==> config.mk <==
export PLATFORM = sky130hd
export DESIGN_NAME = key_event_reader_flat
export DESIGN_NICKNAME = d
export VERILOG_FILES = /design/src/rtl/game_io_pkg.sv /design/src/rtl/key_event_reader_if.sv /design/src/rtl/key_debounce.sv /design/src/rtl/key_event_reader.sv /design/src/flat_wrapper.sv
export SDC_FILE = /design/constraint.sdc
export NUM_CORES = 1
export LEC_CHECK = 0
export ABC_CLOCK_PERIOD_IN_PS = 5000
export CAP_MARGIN = 20
export CORE_MARGIN = 2
export CORE_UTILIZATION = 65
export CTS_CLUSTER_DIAMETER = 150
export DETAILED_ROUTE_END_ITERATION = 10
export PLACE_DENSITY_LB_ADDON = 0.25
export SYNTH_ARGS = -nofsm -noshare
export SYNTH_HDL_FRONTEND = slang
export SYNTH_SLANG_ARGS = --single-unit
==> constraint.sdc <==
create_clock -name CLOCK_50 -period 5 [get_ports CLOCK_50]
set_input_delay 1.5 -clock CLOCK_50 [delete_from_list [all_inputs] [get_ports CLOCK_50]]
set_output_delay 1.5 -clock CLOCK_50 [all_outputs]
set_load 0.05 [all_outputs]
==> src/rtl/game_io_pkg.sv <==
// rtl/game_io_pkg.sv - shared key codes, clock rate, debounce/repeat defaults
package game_io_pkg;

    localparam int unsigned CLK_FREQ_HZ         = 50_000_000;
    localparam int unsigned DEBOUNCE_CYCLES_DEF = CLK_FREQ_HZ / 50;
    localparam int unsigned REPEAT_DELAY_DEF    = CLK_FREQ_HZ / 2;
    localparam int unsigned REPEAT_PERIOD_DEF   = CLK_FREQ_HZ / 10;
    localparam int unsigned CNT_W_DEF           = 26;

    typedef enum logic [1:0] {
        KEY_NONE = 2'd0,
        KEY_1    = 2'd1,
        KEY_2    = 2'd2,
        KEY_3    = 2'd3
    } key_code_e;

    typedef enum logic [1:0] {
        REP_IDLE   = 2'd0,
        REP_DELAY  = 2'd1,
        REP_PERIOD = 2'd2
    } rep_state_e;

endpackage

==> src/rtl/key_event_reader_if.sv <==
// rtl/key_event_reader_if.sv - valid/ready key event port
interface key_event_reader_if;

    logic       evt_valid;
    logic       evt_ready;
    logic [1:0] evt_code;
    logic       evt_repeat;

    modport master (output evt_valid, output evt_code, output evt_repeat, input evt_ready);
    modport slave  (input evt_valid, input evt_code, input evt_repeat, output evt_ready);

endinterface

==> src/rtl/key_debounce.sv <==
// rtl/key_debounce.sv - per-key synchroniser, debouncer and hold/repeat timer
module key_debounce
    import game_io_pkg::*;
#(
    parameter int unsigned DEBOUNCE_CYCLES = DEBOUNCE_CYCLES_DEF,
    parameter int unsigned REPEAT_EN       = 1,
    parameter int unsigned REPEAT_DELAY    = REPEAT_DELAY_DEF,
    parameter int unsigned REPEAT_PERIOD   = REPEAT_PERIOD_DEF,
    parameter int unsigned CNT_W           = CNT_W_DEF
) (
    input  logic clk,
    input  logic rst_n,
    input  logic key_n,
    output logic level,
    output logic press_pulse,
    output logic repeat_pulse
);

    localparam logic [CNT_W-1:0] DB_LAST     = CNT_W'(DEBOUNCE_CYCLES - 1);
    localparam logic [CNT_W-1:0] DELAY_LAST  = CNT_W'(REPEAT_DELAY - 1);
    localparam logic [CNT_W-1:0] PERIOD_LAST = CNT_W'(REPEAT_PERIOD - 1);

    logic [1:0]       sync_q, sync_d;
    logic             level_q, level_d;
    logic [CNT_W-1:0] db_cnt_q, db_cnt_d;
    logic [CNT_W-1:0] hold_cnt_q, hold_cnt_d;
    rep_state_e       rep_state_q, rep_state_d;
    logic             flip;
    logic [CNT_W-1:0] hold_last;

    always_ff @(posedge clk or negedge rst_n) begin
        if (!rst_n) begin
            sync_q      <= '0;
            level_q     <= 1'b0;
            db_cnt_q    <= '0;
            hold_cnt_q  <= '0;
            rep_state_q <= REP_IDLE;
        end else begin
            sync_q      <= sync_d;
            level_q     <= level_d;
            db_cnt_q    <= db_cnt_d;
            hold_cnt_q  <= hold_cnt_d;
            rep_state_q <= rep_state_d;
        end
    end

    always_comb begin
        // sync_q[1] is the synchronised sample, inverted so 1 = pressed
        sync_d   = {sync_q[0], ~key_n};
        level_d  = level_q;
        db_cnt_d = '0;
        flip     = 1'b0;
        if (sync_q[1] != level_q) begin
            if (db_cnt_q >= DB_LAST) begin
                flip    = 1'b1;
                level_d = ~level_q;
            end else begin
                db_cnt_d = db_cnt_q + 1'b1;
            end
        end
        press_pulse = flip & ~level_q;
    end

    always_comb begin
        rep_state_d  = rep_state_q;
        hold_cnt_d   = hold_cnt_q;
        repeat_pulse = 1'b0;
        hold_last    = (rep_state_q == REP_DELAY) ? DELAY_LAST : PERIOD_LAST;
        case (rep_state_q)
            REP_IDLE: begin
                hold_cnt_d = '0;
                if (press_pulse && (REPEAT_EN != 0)) rep_state_d = REP_DELAY;
            end
            REP_DELAY, REP_PERIOD: begin
                // a release landing on the same cycle as a repeat suppresses it
                if (!level_q || flip) begin
                    rep_state_d = REP_IDLE;
                    hold_cnt_d  = '0;
                end else if (hold_cnt_q >= hold_last) begin
                    repeat_pulse = 1'b1;
                    hold_cnt_d   = '0;
                    rep_state_d  = REP_PERIOD;
                end else begin
                    hold_cnt_d = hold_cnt_q + 1'b1;
                end
            end
            default: begin
                rep_state_d = REP_IDLE;
                hold_cnt_d  = '0;
            end
        endcase
    end

    assign level = level_q;

endmodule

==> src/rtl/key_event_reader.sv <==
// rtl/key_event_reader.sv - debounced KEY[3:1] to one-at-a-time press/repeat events
module key_event_reader
    import game_io_pkg::*;
#(
    parameter int unsigned DEBOUNCE_CYCLES = DEBOUNCE_CYCLES_DEF,
    parameter int unsigned REPEAT_EN       = 1,
    parameter int unsigned REPEAT_DELAY    = REPEAT_DELAY_DEF,
    parameter int unsigned REPEAT_PERIOD   = REPEAT_PERIOD_DEF,
    parameter int unsigned CNT_W           = CNT_W_DEF
) (
    input  logic                      CLOCK_50,
    input  logic                      KEY0,
    input  logic [2:0]                KEY_IN,
    output logic [2:0]                key_down,
    key_event_reader_if.master        evt,
    output logic                      evt_ovf
);

    logic [2:0] level, press_pulse, repeat_pulse;

    for (genvar i = 0; i < 3; i++) begin : g_key
        key_debounce #(
            .DEBOUNCE_CYCLES (DEBOUNCE_CYCLES),
            .REPEAT_EN       (REPEAT_EN),
            .REPEAT_DELAY    (REPEAT_DELAY),
            .REPEAT_PERIOD   (REPEAT_PERIOD),
            .CNT_W           (CNT_W)
        ) u_db (
            .clk          (CLOCK_50),
            .rst_n        (KEY0),
            .key_n        (KEY_IN[i]),
            .level        (level[i]),
            .press_pulse  (press_pulse[i]),
            .repeat_pulse (repeat_pulse[i])
        );
    end

    logic [2:0] pend_q, pend_d;
    logic [2:0] pend_rep_q, pend_rep_d;
    logic       valid_q, valid_d;
    logic [1:0] code_q, code_d;
    logic       rep_q, rep_d;
    logic       ovf_q, ovf_d;
    logic [2:0] ev, pick_oh, taken;
    logic [1:0] pick_code;
    logic       load;

    always_ff @(posedge CLOCK_50 or negedge KEY0) begin
        if (!KEY0) begin
            pend_q     <= '0;
            pend_rep_q <= '0;
            valid_q    <= 1'b0;
            code_q     <= KEY_NONE;
            rep_q      <= 1'b0;
            ovf_q      <= 1'b0;
        end else begin
            pend_q     <= pend_d;
            pend_rep_q <= pend_rep_d;
            valid_q    <= valid_d;
            code_q     <= code_d;
            rep_q      <= rep_d;
            ovf_q      <= ovf_d;
        end
    end

    always_comb begin
        ev        = press_pulse | repeat_pulse;
        pick_oh   = 3'b000;
        pick_code = KEY_NONE;
        if (pend_q[0]) begin
            pick_oh   = 3'b001;
            pick_code = KEY_1;
        end else if (pend_q[1]) begin
            pick_oh   = 3'b010;
            pick_code = KEY_2;
        end else if (pend_q[2]) begin
            pick_oh   = 3'b100;
            pick_code = KEY_3;
        end
        load  = (!valid_q || evt.evt_ready) && (pend_q != 3'b000);
        taken = load ? pick_oh : 3'b000;

        // an event arriving as its own pending bit is taken simply re-arms it
        pend_d     = (pend_q & ~taken) | ev;
        pend_rep_d = (ev & repeat_pulse) | (~ev & pend_rep_q);
        ovf_d      = ovf_q | (|(ev & pend_q & ~taken));

        valid_d = valid_q;
        code_d  = code_q;
        rep_d   = rep_q;
        if (load) begin
            valid_d = 1'b1;
            code_d  = pick_code;
            rep_d   = |(pend_rep_q & pick_oh);
        end else if (evt.evt_ready) begin
            valid_d = 1'b0;
        end
    end

    assign key_down       = level;
    assign evt.evt_valid  = valid_q;
    assign evt.evt_code   = code_q;
    assign evt.evt_repeat = rep_q;
    assign evt_ovf        = ovf_q;

endmodule
==> src/flat_wrapper.sv <==
// flat-port wrapper written by rule: the top's interface ports become plain ports
module key_event_reader_flat import game_io_pkg::*;
#(
    parameter int unsigned DEBOUNCE_CYCLES = DEBOUNCE_CYCLES_DEF,
    parameter int unsigned REPEAT_EN       = 1,
    parameter int unsigned REPEAT_DELAY    = REPEAT_DELAY_DEF,
    parameter int unsigned REPEAT_PERIOD   = REPEAT_PERIOD_DEF,
    parameter int unsigned CNT_W           = CNT_W_DEF
)
  (CLOCK_50, KEY0, KEY_IN, key_down, evt_ovf, evt_evt_valid, evt_evt_code, evt_evt_repeat, evt_evt_ready);
  key_event_reader_if evt_i ();
  input  logic CLOCK_50;
  input  logic KEY0;
  input  logic [2:0] KEY_IN;
  output logic [2:0] key_down;
  output logic evt_ovf;
  output wire logic [$bits(evt_i.evt_valid)-1:0] evt_evt_valid;
  output wire logic [$bits(evt_i.evt_code)-1:0] evt_evt_code;
  output wire logic [$bits(evt_i.evt_repeat)-1:0] evt_evt_repeat;
  input wire logic [$bits(evt_i.evt_ready)-1:0] evt_evt_ready;
  assign evt_evt_valid = evt_i.evt_valid;
  assign evt_evt_code = evt_i.evt_code;
  assign evt_evt_repeat = evt_i.evt_repeat;
  assign evt_i.evt_ready = evt_evt_ready;
  key_event_reader #(.DEBOUNCE_CYCLES(DEBOUNCE_CYCLES), .REPEAT_EN(REPEAT_EN), .REPEAT_DELAY(REPEAT_DELAY), .REPEAT_PERIOD(REPEAT_PERIOD), .CNT_W(CNT_W)) u_core (.CLOCK_50(CLOCK_50), .KEY0(KEY0), .KEY_IN(KEY_IN), .key_down(key_down), .evt(evt_i), .evt_ovf(evt_ovf));
endmodule
* Word-level counts from Yosys, hierarchy flattened
Cells that the tools add are included.
Word-level totals: output and inout bits 8, bits in registers 182, logic and storage cells 148, bits of input ports 6
Cells by class: order comparisons 6, mux-type cells 54, bitwise logic cells 21, equality and inequality tests 15, add/sub/neg operators 6, reductions and logical operators 25
Operators by type and width (number):
- $mux 26 | 15
- $add 26x1->26 const B | 6
- $ge 26x20->1 const B | 3
- $ge 26x25->1 | 3
- $mux 25 | 3
- $mux 2 | 12
- $and 3x3->3 | 6
- $mux 1 | 17
- $mux 3 | 4
- $pmux 2 s2 | 3
- $reduce_and 2->1 | 6
- $ne 3x3->1 const B | 3
- $or 3x3->3 | 3
- $eq 2x1->1 const B | 3
- $eq 2x2->1 const B | 3
- $logic_not 2->1 | 3
- $ne 2x2->1 const B | 3
- $not 1->1 | 6
- $not 3->3 | 2
- $reduce_or 2->1 | 3
- $reduce_or 3->1 | 2
- $logic_not 1->1 | 4
- $logic_or 1x1->1 | 4
- $and 1x1->1 | 3
- 5 further kinds | 7

* Longest topological paths before layout
word-level depth 11, depth in mapped cells 12, gate-level depth less buffers 11

* By module
Synthesis repeated with hierarchy kept, for this count alone.
Second synthesis, totals: cell total of the unflattened synthesis 886, area total of the unflattened synthesis 9075.0 sq um
Modules (own cells, without submodules):
- key_debounce at u_core.g_key[2].u_db | seq. area each 1426.4 sq um, times used 1, area an instance 2937.8 sq um, cells each 285
- key_debounce at u_core.g_key[0].u_db | seq. area each 1426.4 sq um, times used 1, area an instance 2842.7 sq um, cells each 277
- key_debounce at u_core.g_key[1].u_db | seq. area each 1426.4 sq um, times used 1, area an instance 2813.9 sq um, cells each 276
- key_event_reader | seq. area each 275.3 sq um, times used 1, area an instance 480.5 sq um, cells each 48

* Worst setup path before layout
Ideal clock, no wire load.
path kind reg-to-reg, from register u_core.g_key[1].u_db.rep_state_q[1], to register u_core.ovf_q, in the netlist u_core.evt_ovf, data required time 4.861 ns, cell stages (with the launch flop) 12, buffers on the path 0, clock period less this slack 2.689 ns, setup time 0.139 ns, slack 2.311 ns, arrival time 2.550 ns, cells stage by stage dfrtp_1 -> inv_1 -> ha_1 -> inv_1 -> ha_1 -> a211o_1 -> a31oi_1 -> o21ai_0 -> o21ai_0 -> nor3b_1 -> o21ba_1 -> or4_1
On the way: word-level cells in the longest chain between the ends 11, elaborated cells on any way between the ends 13, classes of those cells 1 x order compare; 2 x eq/ne; 4 x mux; 4 x bitwise; 2 x reduce/logical
RTL lines:
- start: declaration | line key_debounce.sv:27 | rep_state_e rep_state_q, rep_state_d;
- start signal: assignment | line key_debounce.sv:43 | rep_state_q <= rep_state_d;
- $eq 2x1->1 | line key_debounce.sv:68, key_debounce.sv:69
- $mux 25 | line key_debounce.sv:68 | hold_last = (rep_state_q == REP_DELAY) ? DELAY_LAST : PERIOD_LAST;
- $ge 26x25->1 | line key_debounce.sv:79 | end else if (hold_cnt_q >= hold_last) begin
- $mux 1 | line key_debounce.sv:79
- $mux 1 | line key_debounce.sv:76 | if (!level_q || flip) begin
- $mux 1 * | line key_debounce.sv:69 | case (rep_state_q)
- $or 3x3->3 * | line key_event_reader.sv:67 | ev = press_pulse | repeat_pulse;
- $and 3x3->3 * (2 in series) | line key_event_reader.sv:86 | ovf_d = ovf_q | (|(ev & pend_q & ~taken));
- $reduce_or 3->1 * | line key_event_reader.sv:86
- $or 1x1->1 * | line key_event_reader.sv:86
- via u_core.ovf_d | line key_event_reader.sv:43 | logic ovf_q, ovf_d;
- end signal: assignment | line key_event_reader.sv:62 | ovf_q <= ovf_d;
- end: declaration | line key_event_reader.sv:43
Mark *: on every way through the listed nets, which the timed path passes. The rest lies on a longest branch. A chain may end at the register's enable or synchronous reset.

* Final worst setup path
from register u_core.g_key[2].u_db.rep_state_q[1], to register u_core.g_key[2].u_db.rep_state_q[1]
On the way: word-level cells in the longest chain between the ends 5, elaborated cells on any way between the ends 10, classes of those cells 1 x order compare; 4 x eq/ne; 2 x mux; 3 x reduce/logical
RTL lines (line):
- start: declaration | key_debounce.sv:27
- start signal: assignment | key_debounce.sv:43
- $eq 2x1->1 | key_debounce.sv:68, key_debounce.sv:69
- $mux 25 | key_debounce.sv:68
- $ge 26x25->1 | key_debounce.sv:79
- $ne 3x3->1 (no source line)
- $reduce_and 2->1 (no source line)
Several ways; a longest one is shown, not always the timed one.

==> flow_summary_export.csv <==
group,metric,value,unit
run_status,run_status,"finished clean",
cts,cts_tree,"done",
yosys,yosys_warnings,0,
worst_hold_path,timing.hold.worst.start,"u_core.g_key[1].u_db.sync_q[0]",
sta,finalSetupTns,0,ns
cts,numCtsBuffers,17,
finish,num_antenna_cells,0,
cts,cts-htree-levels,4,
worst_hold_path,worstHoldPathType,"register to register",
drt,route.detailed.wl_per_inst,14.9,um
cts,clk-insertion-delay-late,0.43,ns
yosys,yosys-top-cells-count,"dfrtp_1 (182), nor2_1 (177), xor2_1 (66)",
setup_path,critical_path.startpoint_type,"register",
sta,layout_min_cycle_time,3.33,ns
die,initial_core_util,0.668,
yosys,seq_area_frac_synth,0.513,
place,place_congestion,0.846,
sta,final-setup-viol-count,0,
grt,use_met1,0.313,
yosys,yosys_most_used_dff,"dfrtp_1",
drt,drc_errors,0,
yosys,synth_seq_cells,182,
power,power_leakage,4.28,nW
setup_path,required,5.36,ns
sta,finalCritPeriodShare,0.667,
cts,max-clock-path-buffers,2,
yosys,syn_area_per_cell,10.0,sq um
yosys,yosysMostFrequentCell,"dfrtp_1",
power,vdd_ir_drop_max,0.000265,V
finish,utilization,0.741,
grt,met3_usage,0.0498,
yosys,synth_area,0.00888,sq mm
sta,worst-slew-pin-transition,0.955,ns
setup_path,timing.critical_path.slowest_stage_cell,"or3_1",
yosys,synth-async-reset-ratio,1.00,
sta,unrepaired_setup_endpoints_after_global_routing,"no",
yosys,mux_share_of_post_synthesis_cell_area,0.00381,
die,floorplan.io_pins,14,
yosys,synthXorXnorAreaFrac,0.111,
cts,post-cts-setup-buffer-count,0,
setup_path,worst_flop_to_flop_path_endpoint,"u_core.g_key[2].u_db.rep_state_q[1]",
cts,path_clk_slew,0.07,ns
setup_path,slowest_delay,0.79,ns
finish,final_layout_size_suffix_gt1_frac,0.0525,
grt,first_pass_grt_wire_length,29300,um
yosys,synth-simple-area-share,0.217,
setup_path,endpoint,"u_core.g_key[2].u_db.rep_state_q[1]",
power,power_per_cell_area,336,mW/mm^2
finish,synthToLayoutAreaGrowth,11.1,%
drt,drtAntennaViolNets,0,
drt,first_pass_iters,5,
place,portBuffers,13,
sta,final_hold_viol_count,0,
grt,grt-busiest-layer,"met2",
sta,finalClockSkew,0.00786,ns
die,die_width,121,um
cts,cts_hold_buffers,0,
place,dpl.hpwl,11100,um
yosys,post_synth_main_area_contributors,"dfrtp_1 (51%), nor2_1 (7.5%), xor2_1 (6.5%)",
yosys,dominant_combinational_cell_family_by_area_after_synthesis,"simple AND/OR/NAND/NOR gates",
finish,fin_nets,965,
drt,vias_per_cell,5.72,
die,die_area,0.0146,sq mm
setup_path,r2r_slack,1.67,ns
yosys,post_synth_inst_count,885,
setup_path,critPathArrivalTime,3.69,ns
grt,grt_pass1_vias,6540,
setup_path,critical_path.startpoint,"u_core.g_key[2].u_db.rep_state_q[1]",
cts,cts-resized-gates,0,
setup_path,timing.setup.critical_path_class,"register to register",
die,dieHeight,121,um
setup_path,maximum_fanout_count_along_the_critical_path,28,
yosys,synth_largest_area_cell,"dfrtp_1",
yosys,synth_compound_area_frac,0.0757,
yosys,synth-adder-area-share,0.0550,
yosys,yosysTopAreaCellShare,0.513,
setup_path,cp-end-kind,"register",
grt,grt_overflow_total,0,
grt,initial_antenna_violation_count,0,
cts,clock_tree.root_cell,"clkbuf_16",
yosys,post_synth_num_cell_types,62,
sta,maxClockFrequency,300,MHz
grt,grt_use_total,0.249,
grt,grt_util_met2,0.430,
setup_path,r2r_start,"u_core.g_key[2].u_db.rep_state_q[1]",
power,finalPower,3.31,mW
run,maxCapViolations,0,
grt,grt_max_degree,84,
setup_path,timing.critical_path.cells,"inv_1, ha_1, inv_1, ha_1, a31o_2, a221o_1, a41oi_1, o211ai_1, or3_1, a21boi_1, o2bb2ai_2",
drt,number_of_violations_reported_at_the_end_of_detailed_routing_iteration_0,426,
setup_path,r2r_cells,11,
die,placeable_area,0.0133,sq mm
sta,maxSlewHeadroom,0.364,
cts,cts_num_sinks,182,
die,fp-row-count,42,
yosys,number_of_flops_mapped_to_enable_cells_by_yosys,0,
drt,postRouteWirelength,16600,um
drt,dr_total_vias,6349,
sta,final_count_of_pins_violating_max_slew,0,
==> flip-flops by register name, indices dropped and copies added, names as in the netlist, named ones only <==
register and cells:
u_core.g_key.u_db.db_cnt_q 78, u_core.g_key.u_db.hold_cnt_q 78, u_core.g_key.u_db.rep_state_q 6, u_core.g_key.u_db.sync_q 6
u_core.g_key.u_db.level 3, u_core.pend_q 3, u_core.evt.evt_code 2, u_core.evt.evt_repeat 1
u_core.evt.evt_valid 1, u_core.evt_ovf 1
==> power breakdown <==
group	switching [mW]	internal [mW]
registers	0.0331	1.51
clock network	0.568	0.824
logic	0.251	0.123
==> worst min path at each step <==
stage	slack, ns	cells after the start	end
after floorplan	0.33	0	u_core.g_key[0].u_db.sync_q[1]
after global placement	0.34	0	u_core.g_key[2].u_db.sync_q[1]
after detailed placement	0.34	0	u_core.g_key[2].u_db.sync_q[1]
after CTS	0.35	0	u_core.g_key[1].u_db.sync_q[1]
after global routing	0.36	0	u_core.g_key[1].u_db.sync_q[1]
final	0.35	0	u_core.g_key[1].u_db.sync_q[1]
==> cell usage in the layout, fill, tap and decap left out, types with 18 or more instances in the layout <==
cell type,count
a21oi_1,21
and3_1,31
conb_1,18
dfrtp_1,182
ha_1,39
inv_1,30
nand2_1,56
nand3_1,48
nand4_1,27
nor2_1,177
o21ai_0,20
xnor2_1,46
xor2_1,66
==> cell families after synthesis <==
group	Yosys count
flip-flops	182
multiplexers	3
AND/OR/NAND/NOR	404
buffers and inverters	48
AO/OA/AOI/OAI	96
other	1
XOR/XNOR	112
adder cells (fa/ha/maj)	39
==> critical path: cells and delay by family (launching register included) <==
family          cells  cell delay (ns)
compound gates      6             1.29
flops               1             0.40
fa+ha+maj           2             0.53
simple gates        1             0.79
buf+inv             2             0.25
==> metal layers <==
layer	vias to the layer above	routed length, um
met5	-	0
met4	0	224
met3	24	504
met2	108	8540
met1	3124	7300
li1	3093	-
==> cell type report <==
| class | instances | area (sq um) |
|---|---|---|
| inverter | 30 | 113 |
| timing repair buffer | 17 | 178 |
| multi-input combinational | 672 | 4170 |
| fill | 892 | 3440 |
| tap | 176 | 220 |
| clock buffer | 20 | 457 |
| sequential | 182 | 4550 |
| clock inverter | 12 | 165 |
==> stage by stage <==
step	setup WS, ns	hold slack [ns]	area [sq um]	std cells
5_1_grt	1.45	0.358	9860	1109
3_5_place_dp	1.66	0.341	9240	1077
6_report	1.67	0.351	9860	1109
4_1_cts	1.65	0.353	9860	1109
3_3_place_gp	1.86	0.335	9230	1076
2_1_floorplan	2.31	0.331	8940	902
(Power assumes the default switching activity.)
==> RTL edit 1: new RTL, config.mk and constraints unchanged <==
`REPEAT_EN` is set to 1 in 3 places; all go to 0.
--- a/src/rtl/key_debounce.sv
+++ b/src/rtl/key_debounce.sv
@@ -3,7 +3,7 @@
     import game_io_pkg::*;
 #(
     parameter int unsigned DEBOUNCE_CYCLES = DEBOUNCE_CYCLES_DEF,
-    parameter int unsigned REPEAT_EN       = 1,
+    parameter int unsigned REPEAT_EN       = 0,
     parameter int unsigned REPEAT_DELAY    = REPEAT_DELAY_DEF,
     parameter int unsigned REPEAT_PERIOD   = REPEAT_PERIOD_DEF,
     parameter int unsigned CNT_W           = CNT_W_DEF
--- a/src/rtl/key_event_reader.sv
+++ b/src/rtl/key_event_reader.sv
@@ -3,7 +3,7 @@
     import game_io_pkg::*;
 #(
     parameter int unsigned DEBOUNCE_CYCLES = DEBOUNCE_CYCLES_DEF,
-    parameter int unsigned REPEAT_EN       = 1,
+    parameter int unsigned REPEAT_EN       = 0,
     parameter int unsigned REPEAT_DELAY    = REPEAT_DELAY_DEF,
     parameter int unsigned REPEAT_PERIOD   = REPEAT_PERIOD_DEF,
     parameter int unsigned CNT_W           = CNT_W_DEF
--- a/src/flat_wrapper.sv
+++ b/src/flat_wrapper.sv
@@ -2,7 +2,7 @@
 module key_event_reader_flat import game_io_pkg::*;
 #(
     parameter int unsigned DEBOUNCE_CYCLES = DEBOUNCE_CYCLES_DEF,
-    parameter int unsigned REPEAT_EN       = 1,
+    parameter int unsigned REPEAT_EN       = 0,
     parameter int unsigned REPEAT_DELAY    = REPEAT_DELAY_DEF,
     parameter int unsigned REPEAT_PERIOD   = REPEAT_PERIOD_DEF,
     parameter int unsigned CNT_W           = CNT_W_DEF
Formal check against the unedited RTL: same outputs for any inputs over 10 cycles, from zero or initial values; that may be too few to reach the edited logic, so the function may still have changed.
==> RTL edit 1 against the unedited design <==
  * Worst hold slack worse by 1.6 ps
  * Design area down 9.2%
  * Final cell count fell by 8.3%
  * Wire length shrank 13%
  * Sequential cell count is 3 lower
  * Setup slack improved by 70 ps
  * Area after synthesis shrank 9.3%
  * Largest cell class unchanged
  * Register-to-register slack better by 500 ps
  * Critical path type is now register to output port
Power is not compared: it rests on default switching activity, and its combinational part moved more than twofold at a synthesized area within 25%.
==> RTL edit 1: results (changes against the unedited design) <==
<table>
<tr><th>Metric</th><th>Value</th></tr>
<tr><th colspan="2">Detailed routing</th></tr>
<tr><td>Number of detailed-routing iterations run before antenna repair</td><td>4 (-1)</td></tr>
<tr><td>Via-per-instance ratio</td><td>5.49 (-4.0%)</td></tr>
<tr><td>Met1 layer wirelength in the final routing</td><td>6.58 mm (-9.8%)</td></tr>
<tr><td>Routed length on met3</td><td>454 µm (-9.9%)</td></tr>
<tr><th colspan="2">Timing</th></tr>
<tr><td>Min Clock Period, post-route</td><td>3260 ps (-70.4 ps)</td></tr>
<tr><td>Hold slack</td><td>350 ps (-1.65 ps)</td></tr>
<tr><th colspan="2">Global route</th></tr>
<tr><td>Overall Global Routing Usage</td><td>23.9% (-1.0 points)</td></tr>
<tr><td>Maximum number of pins on one net before global-route repair</td><td>112 (+33%)</td></tr>
<tr><td>Met1 demand-to-capacity share in global routing</td><td>31.5% (+0.14 points)</td></tr>
<tr><td>Vias in the first global route</td><td>5,711 (-13%)</td></tr>
<tr><th colspan="2">Placed design</th></tr>
<tr><td>Placed wire-length estimate after detailed placement</td><td>9.41 mm (-15%)</td></tr>
<tr><td>Cell count after placement</td><td>990 (-8.1%)</td></tr>
<tr><td>GP Congestion</td><td>0.821 (-3.0%)</td></tr>
<tr><th colspan="2">Critical path</th></tr>
<tr><td>Category of the worst setup path capture point</td><td>output port</td></tr>
<tr><td>Critical Path AT</td><td>1760 ps (-1930 ps)</td></tr>
<tr><td>Critical path's largest stage delay</td><td>880 ps (+90 ps)</td></tr>
<tr><td>Crit path to</td><td>key_down[2]</td></tr>
<tr><td>Worst reg2reg endpoint</td><td>u_core.g_key[0].u_db.hold_cnt_q[21]$_DFF_PN0_</td></tr>
<tr><td>Launch point of the critical path</td><td>u_core.g_key[2].u_db.level$_DFFE_PN0P_</td></tr>
<tr><td>Largest fanout of any net on the critical path</td><td>8 (-71%)</td></tr>
<tr><th colspan="2">Layout</th></tr>
<tr><td>Fill count</td><td>814 (-8.7%)</td></tr>
<tr><td>Top flop regs</td><td>u_core.g_key.u_db.db_cnt_q x78, u_core.g_key.u_db.hold_cnt_q x78, u_core.g_key.u_db.sync_q x6</td></tr>
<tr><th colspan="2">Synth</th></tr>
<tr><td>Most used standard cells in the synthesized netlist</td><td>dfrtp_1, nor2_1, nand2_1</td></tr>
<tr><td>Count of cell types in the netlist</td><td>54 (-13%)</td></tr>
<tr><td>Main area contributors after synthesis</td><td>dfrtp_1, nor2_1, xor2_1, xnor2_1, nand2_1</td></tr>
<tr><th colspan="2">Outcome</th></tr>
<tr><td>Outcome</td><td>completed</td></tr>
</table>
[RTL edit 1: cell count changes after synthesis, sizes merged, moves of 4 or more]
cell / before / now
nand2: 56 / 67
or3: 14 / 3
and4: 8 / 3
a21oi: 21 / 8
a211oi: 7 / 2
o21ai: 22 / 12
a21o: 5 / 1
nor3: 10 / 17
and3: 31 / 21
inv: 30 / 21
ha: 39 / 6
o211a: 0 / 4
[RTL edit 1: cell type report]
type | instances | share of cell area [%]
inverters | 21 | 0.881
well taps | 168 | 2.35
clock buffers | 22 | 5.41
clock inverters | 5 | 0.615
flip-flops and latches | 179 | 50.0
repair buffers | 15 | 1.78
multi-input cells | 607 | 38.9
[RTL edit 1: kinds of logic after synthesis]
family	count (synthesis)	synth area share [%]
AND/OR/NAND/NOR	402	23.5
XOR/XNOR	113	12.3
flip-flops	179	55.6
adder cells (fa/ha/maj)	6	0.932
other	1	0.0466
AO/OA/AOI/OAI	59	5.27
buffers and inverters	38	2.33
